<file path="src/rtl/memaccess_unit.sv">
// rtl/memaccess_unit.sv - LC3 MemAccess-stage engine: direct/indirect data-memory sequencing with stall timeout
module memaccess_unit #(
    parameter int unsigned TIMEOUT = 255
) (
    input  logic        clock,
    input  logic        reset,
    input  logic        req_valid,
    output logic        req_ready,
    input  logic [1:0]  mem_state,
    input  logic        m_control,
    input  logic [15:0] m_addr,
    input  logic [15:0] m_data,
    output logic        dmem_en,
    output logic        dmem_rd,
    output logic [15:0] dmem_addr,
    output logic [15:0] dmem_din,
    input  logic        dmem_ready,
    input  logic [15:0] data_dout,
    output logic [15:0] memout,
    output logic        resp_valid,
    output logic        resp_err
);

    typedef enum logic [2:0] {
        IDLE    = 3'd0,
        RD_PTR  = 3'd1,
        RD_DATA = 3'd2,
        WR_DATA = 3'd3,
        RESP    = 3'd4
    } state_t;

    // Abort fires on the stalled cycle in which the count reaches TIMEOUT.
    localparam logic [9:0] LAST_WAIT = 10'(TIMEOUT - 1);

    state_t      state_q, state_d;
    logic        op_wr_q, op_wr_d;
    logic        err_q, err_d;
    logic        dmem_rd_q, dmem_rd_d;
    logic [15:0] dmem_addr_q, dmem_addr_d;
    logic [15:0] dmem_din_q, dmem_din_d;
    logic [15:0] memout_q, memout_d;
    logic [9:0]  cnt_q, cnt_d;

    assign req_ready  = (state_q == IDLE);
    assign dmem_en    = (state_q == RD_PTR) || (state_q == RD_DATA) || (state_q == WR_DATA);
    assign resp_valid = (state_q == RESP);
    assign resp_err   = resp_valid & err_q;
    assign dmem_rd    = dmem_rd_q;
    assign dmem_addr  = dmem_addr_q;
    assign dmem_din   = dmem_din_q;
    assign memout     = memout_q;

    always_comb begin
        state_d     = state_q;
        op_wr_d     = op_wr_q;
        err_d       = err_q;
        dmem_rd_d   = dmem_rd_q;
        dmem_addr_d = dmem_addr_q;
        dmem_din_d  = dmem_din_q;
        memout_d    = memout_q;
        cnt_d       = cnt_q;

        case (state_q)
            IDLE: begin
                if (req_valid && (mem_state[0] == 1'b0)) begin
                    op_wr_d     = mem_state[1];
                    dmem_addr_d = m_addr;
                    dmem_din_d  = m_data;
                    cnt_d       = 10'd0;
                    // A pointer fetch is always a read, whatever the final op.
                    dmem_rd_d   = m_control | ~mem_state[1];
                    if (m_control) begin
                        state_d = RD_PTR;
                    end else if (mem_state[1]) begin
                        state_d = WR_DATA;
                    end else begin
                        state_d = RD_DATA;
                    end
                end
            end
            RD_PTR, RD_DATA, WR_DATA: begin
                if (dmem_ready) begin
                    cnt_d = 10'd0;
                    err_d = 1'b0;
                    if (state_q == RD_PTR) begin
                        dmem_addr_d = data_dout;
                        dmem_rd_d   = ~op_wr_q;
                        state_d     = op_wr_q ? WR_DATA : RD_DATA;
                    end else begin
                        if (state_q == RD_DATA) begin
                            memout_d = data_dout;
                        end
                        state_d = RESP;
                    end
                end else if (cnt_q == LAST_WAIT) begin
                    err_d   = 1'b1;
                    state_d = RESP;
                end else begin
                    cnt_d = cnt_q + 10'd1;
                end
            end
            RESP: begin
                state_d = IDLE;
            end
            default: begin
                state_d = IDLE;
            end
        endcase
    end

    always_ff @(posedge clock or negedge reset) begin
        if (!reset) begin
            state_q     <= IDLE;
            op_wr_q     <= 1'b0;
            err_q       <= 1'b0;
            dmem_rd_q   <= 1'b1;
            dmem_addr_q <= 16'h0000;
            dmem_din_q  <= 16'h0000;
            memout_q    <= 16'h0000;
            cnt_q       <= 10'd0;
        end else begin
            state_q     <= state_d;
            op_wr_q     <= op_wr_d;
            err_q       <= err_d;
            dmem_rd_q   <= dmem_rd_d;
            dmem_addr_q <= dmem_addr_d;
            dmem_din_q  <= dmem_din_d;
            memout_q    <= memout_d;
            cnt_q       <= cnt_d;
        end
    end

endmodule

</file>
<file path="config.mk">
export PLATFORM = sky130hd
export DESIGN_NAME = memaccess_unit
export DESIGN_NICKNAME = d
export VERILOG_FILES = /design/src/rtl/memaccess_unit.sv
export SDC_FILE = /design/constraint.sdc
export NUM_CORES = 1
export LEC_CHECK = 0
export CORE_MARGIN = 2
export CORE_UTILIZATION = 43
export CTS_CLUSTER_DIAMETER = 200
export DETAILED_ROUTE_END_ITERATION = 10
export GPL_TIMING_DRIVEN = 0
export PLACE_DENSITY_LB_ADDON = 0.08
export SYNTH_ARGS = -nofsm -noshare
export SYNTH_HDL_FRONTEND = slang
export SYNTH_SLANG_ARGS = --single-unit
</file>
<file path="constraint.sdc">
create_clock -name clock -period 4.6 [get_ports clock]
set_input_delay 0.92 -clock clock [delete_from_list [all_inputs] [get_ports clock]]
set_output_delay 0.92 -clock clock [all_outputs]
set_load 0.01 [all_outputs]
</file>
After elaboration in Yosys (flattened, before gate mapping) --
Cells that the tools add are included.
Storage, ports and cells: register bits after elaboration 64, input bits 55, logic and storage cells 60
Cells by class: $add $sub $neg 1, equality and inequality tests 10, multiplexer cells 22, bitwise logic cells 6, reduce and logical (&&, ||, !) cells 13
Operator list (count):
- 16-bit two-way mux | 3
- 16-bit one-hot mux with 2 select lines | 1
- 10-bit two-way mux | 3
- 10-bit one-hot mux with 2 select lines | 1
- 3-bit two-way mux | 4
- 10-bit by 1-bit adder with 10-bit output, second input constant | 1
- 10-bit by 8-bit == test with 1-bit output, second input constant | 1
- 4-bit AND reduction | 2
- 1-bit two-way mux | 7
- 3-bit by 2-bit == test with 1-bit output, second input constant | 2
- 3-bit != test, second input constant | 2
- 3-bit one-hot mux with 2 select lines | 1
- 2-bit AND reduction | 3
- 2-bit != test, second input constant | 2
- 1-bit inverter | 4
- 2-bit nonzero test | 2
- 3-bit by 1-bit == test with 1-bit output, second input constant | 1
- 3-bit == test, second input constant | 1
- 3-bit logical NOT | 1
- 3-bit AND reduction | 1
- 3-bit OR reduction | 1
- 1-bit logical OR | 2
- 2-bit two-way mux | 1
- 2-bit by 1-bit != test with 1-bit output, second input constant | 1
- 4 further kinds | 4

Logic depth before layout (Yosys ltp) --
word-level depth 4, gate-level depth with buffers 7

Worst setup path before layout --
OpenSTA, ideal clock, no wires.
path type input to register, start point in dmem_ready, end point reg memout_q[10] (netlist: memout[10]), arrival 2164 ps, data required time 4475 ps, path slack 2311 ps, stages 5, cells stage by stage clkbuf_1 > nor4bb_1 > buf_2 > buf_2 > mux2_2
On the way: word-level cells in the longest chain between the ends 1
RTL lines:
- start, declared | RTL line 17 | input logic dmem_ready,
- 4-bit AND reduction (no source line)
- end signal, assigned | RTL line 128 | memout_q <= memout_d;
- end, declared | RTL line 41 | logic [15:0] memout_q, memout_d;
No other way between the ends. A chain may end at the register's enable or synchronous reset.

Worst setup path in the final report --
start point reg state_q[1], end point out dmem_en
On the way: word-level cells in the longest chain between the ends 3, elaborated cells between the ends (all ways) 5
RTL lines:
- start, declared | RTL line 35 | state_t state_q, state_d;
- start signal, assigned | RTL line 122 | state_q <= state_d;
- 3-bit by 1-bit == test with 1-bit output / 3-bit by 2-bit == test with 1-bit output (equally long branches) | RTL line 45 | assign dmem_en = (state_q == RD_PTR) || (state_q == RD_DATA) || (state_q == WR_DATA);
- 1-bit logical OR | RTL line 45
- 1-bit logical OR * | RTL line 45
- end, declared | RTL line 13 | output logic dmem_en,
Mark *: on every way between the ends. The rest lies on a longest branch, timed or not.

==> flow_metrics.env <==
export IMPL_hold_violations=0
export IMPL_max_stage_delay_ps=670
export IMPL_p_switching_w=0.000907
export IMPL_pin_count=108
export IMPL_tightest_slew_ps=941
export IMPL_internal_power_w=0.00186
export IMPL_fin_area_mm2=0.00425
export IMPL_vias_per_cell=5.08
export IMPL_final_cell_mix="clkdlybuf4s50_1, dfrtp_1, mux2_2"
export IMPL_power_density_mw_per_mm2=650
export IMPL_initial_utilization_pct=45.1
export IMPL_syn2layout_area_growth_pct=46.7
export IMPL_hold_path_cell_count=2
export IMPL_placed_area_mm2=0.00405
export IMPL_htree_levels=3
export IMPL_fillers=512
export IMPL_finalSetupTns_ps=0
export IMPL_hold_path_class="flop to flop"
export IMPL_crit_type="flop to output pin"
export IMPL_insertion_delay_ps=330
export IMPL_hold_start="dmem_addr[4]"
export IMPL_reg2reg_depth=6
export IMPL_syn_inst=237
export IMPL_ctsHoldBuffers=0
export IMPL_synth_edf_count=0
export IMPL_layout_commonest_cell="clkdlybuf4s50_1"
export IMPL_synth_cell_types=50
export IMPL_p_sw_share_pct=32.8
export IMPL_outcome="finished, final reports clean"
export IMPL_die_area_mm2=0.00741
export IMPL_power_frac_seq_pct=33.9
export IMPL_nets=411
export IMPL_synth_avg_cell_area_um2=12.2
export IMPL_std_cell_rows=29
export IMPL_reg2reg_to="cnt_q[7]"
export IMPL_regArea_mm2=0.00160
export IMPL_grt_first_pass_wirelength_um=10900
export IMPL_synthTopCellsByArea="dfrtp_1, mux2_2, mux2i_1"
export IMPL_end_kind="output pin"
export IMPL_routed_via_count=2215
export IMPL_grt_usage_pct=19.1
export IMPL_ys_async_sr_fraction_pct=100
export IMPL_first_pass_iters=4
export IMPL_dp_hpwl_um=4650
export IMPL_die_y_um=86.1
export IMPL_cp_start_kind="flop"
export IMPL_cts_tree="done"
export IMPL_clockBufferDepth=2
export IMPL_ir_drop_v=0.000330
export IMPL_antenna_left=0
export IMPL_layout_setup_ws_ps=1360
export IMPL_critPathRequiredTime_ps=3680
export IMPL_grt_max_degree=65
export IMPL_holdPathEnd="dmem_addr[4]"
export IMPL_dp_slack_ps=1680
export IMPL_cts_resized=0
export IMPL_reg2reg_slack_ps=2380
export IMPL_synth_top_area_cell="dfrtp_1"
export IMPL_synth_top_area_share_pct=54.4
export IMPL_crit_chain="buf_4 -> o21ba_2 -> clkbuf_1 -> buf_1 -> clkdlybuf4s50_1"
export IMPL_cts_made_buffers=9
export IMPL_clkPwrFrac_pct=17.7
export IMPL_max_freq_ghz=0.308
export IMPL_io_buffers=106
export IMPL_wl_per_cell_um=15.3
export IMPL_syn_nets=294
export IMPL_grt_pass1_vias=2240
export IMPL_path_clk_slew_ps=70
export IMPL_power_total_w=0.00276
export IMPL_setup_viol=0
export IMPL_gp_congestion=0.783
export IMPL_die_w_um=86.1
export IMPL_relSlewSlack_pct=36.8
export IMPL_p_leak_nw=1.85
export IMPL_cts_sinks=64
export IMPL_grt_remaining_overflow=0
export IMPL_antenna_found_initial=0
export IMPL_drive_gt1_share_pct=18.7
export IMPL_cts_root_buf="clkbuf_8"
export IMPL_fin_skew_ps=10.4
export IMPL_yosys_warnings=0
export IMPL_core_mm2=0.00642
export IMPL_num_antenna_cells=0
export IMPL_drtIter0Drc=116
export IMPL_drcViolationCount=0
export IMPL_drt_total_wl_um=6680
export IMPL_slowest_stage="clkdlybuf4s50_1"
export IMPL_grt_setup_unrepaired="false"
export IMPL_crit_path_max_fanout=10
export IMPL_post_route_min_period_ps=3240
export IMPL_synthFlopType="dfrtp_1"
export IMPL_ys_seq_area_share_pct=55.3
export IMPL_finalCritPeriodShare_pct=70.5
export IMPL_multi_input_area_mm2=0.00120
export IMPL_pwr_share_comb_pct=48.5
export IMPL_ys_ff_latch=64
export IMPL_arrival_ps=2320
export IMPL_max_cap_violations=0
export IMPL_netlist_area_mm2=0.00290
export IMPL_slew_viol_final=0
export IMPL_cts_setup_buffers=0
export IMPL_r2r_start="cnt_q[0]"
cell usage after synthesis (2+ instances only):
cell type	count
or2b_2	2
buf_6	2
nor3_1	8
ha_1	2
a21oi_1	4
nand2_1	22
mux2i_1	16
nor2_1	3
clkbuf_1	5
a31oi_1	3
and3_1	5
nor4_1	2
dfrtp_1	63
nand3_1	3
nand3b_1	2
o21ai_0	20
mux2_2	35
inv_1	2
buf_2	4
a211o_1	4
flip-flops by register name, indices dropped and copies added (netlist names):
register	flops
err_q	1
cnt_q	10
memout	16
state_q	3
dmem_addr	16
op_wr_q	1
dmem_din	16
dmem_rd	1
layout make-up:
| cell class | instances | share of cell area (%) |
|---|---|---|
| plain buffers | 14 | 2.03 |
| repair buffers | 106 | 24.9 |
| clock buffers | 13 | 3.74 |
| flip-flops and latches | 64 | 37.7 |
| clock inverters | 3 | 0.942 |
| inverters | 2 | 0.177 |
| multi-input cells | 157 | 28.2 |
| well taps | 77 | 2.27 |
logic make-up after synthesis:
| group | after synthesis | share of synthesized area (%) |
|---|---|---|
| flip-flops | 64 | 55.3 |
| AND/OR/NAND/NOR | 59 | 11.2 |
| multiplexers | 52 | 19.7 |
| AO/OA/AOI/OAI | 44 | 9.68 |
| buffers and inverters | 16 | 3.24 |
| adder cells (fa/ha/maj) | 2 | 0.864 |
power groups by stage:
stage | logic [W] | clock network, W | registers (W)
after floorplan | 0.000593 | 0 | 0.00104
after global placement | 0.00135 | 0 | 0.000934
after detailed placement | 0.00136 | 0 | 0.000944
after CTS | 0.00136 | 0.000499 | 0.000938
after global routing | 0.00146 | 0.000527 | 0.000966
final | 0.00134 | 0.000488 | 0.000936
metrics by stage:
step | hold WS (ps) | utilization (%) | instances
floorplan | 484 | - | 237
global placement | 460 | 63.1 | 420
detailed placement | 470 | 63.1 | 420
CTS | 487 | 66.2 | 436
global route | 510 | 66.2 | 436
finish | 479 | 66.2 | 436
how the worst max path moves through the flow:
stage,from,to,cells after the start
finish,state_q[1],dmem_en,5
global route,state_q[1],dmem_en,5
CTS,state_q[1],dmem_en,5
detailed placement,state_q[1],dmem_en,5
global placement,reset,memout[15],1
floorplan,dmem_ready,memout[10],5
critical path: cells and delay by family, from the launching register on:
kind | cells | cell delay, ps
AOI/OAI and AO/OA | 1 | 140
buffers and inverters | 4 | 1520
DFF | 1 | 330
per-layer routing:
| metal | share of wire, % | up-vias | global-route usage (%) |
|---|---|---|---|
| li1 | - | 1096 | - |
| met1 | 43 | 1032 | 23.3 |
| met2 | 45 | 76 | 30.1 |
| met3 | 9.4 | 11 | 7.89 |
| met4 | 1.6 | 0 | 7.50 |
| met5 | 0 | - | 0 |
Note: power is estimated with default switching activity, not from simulation.
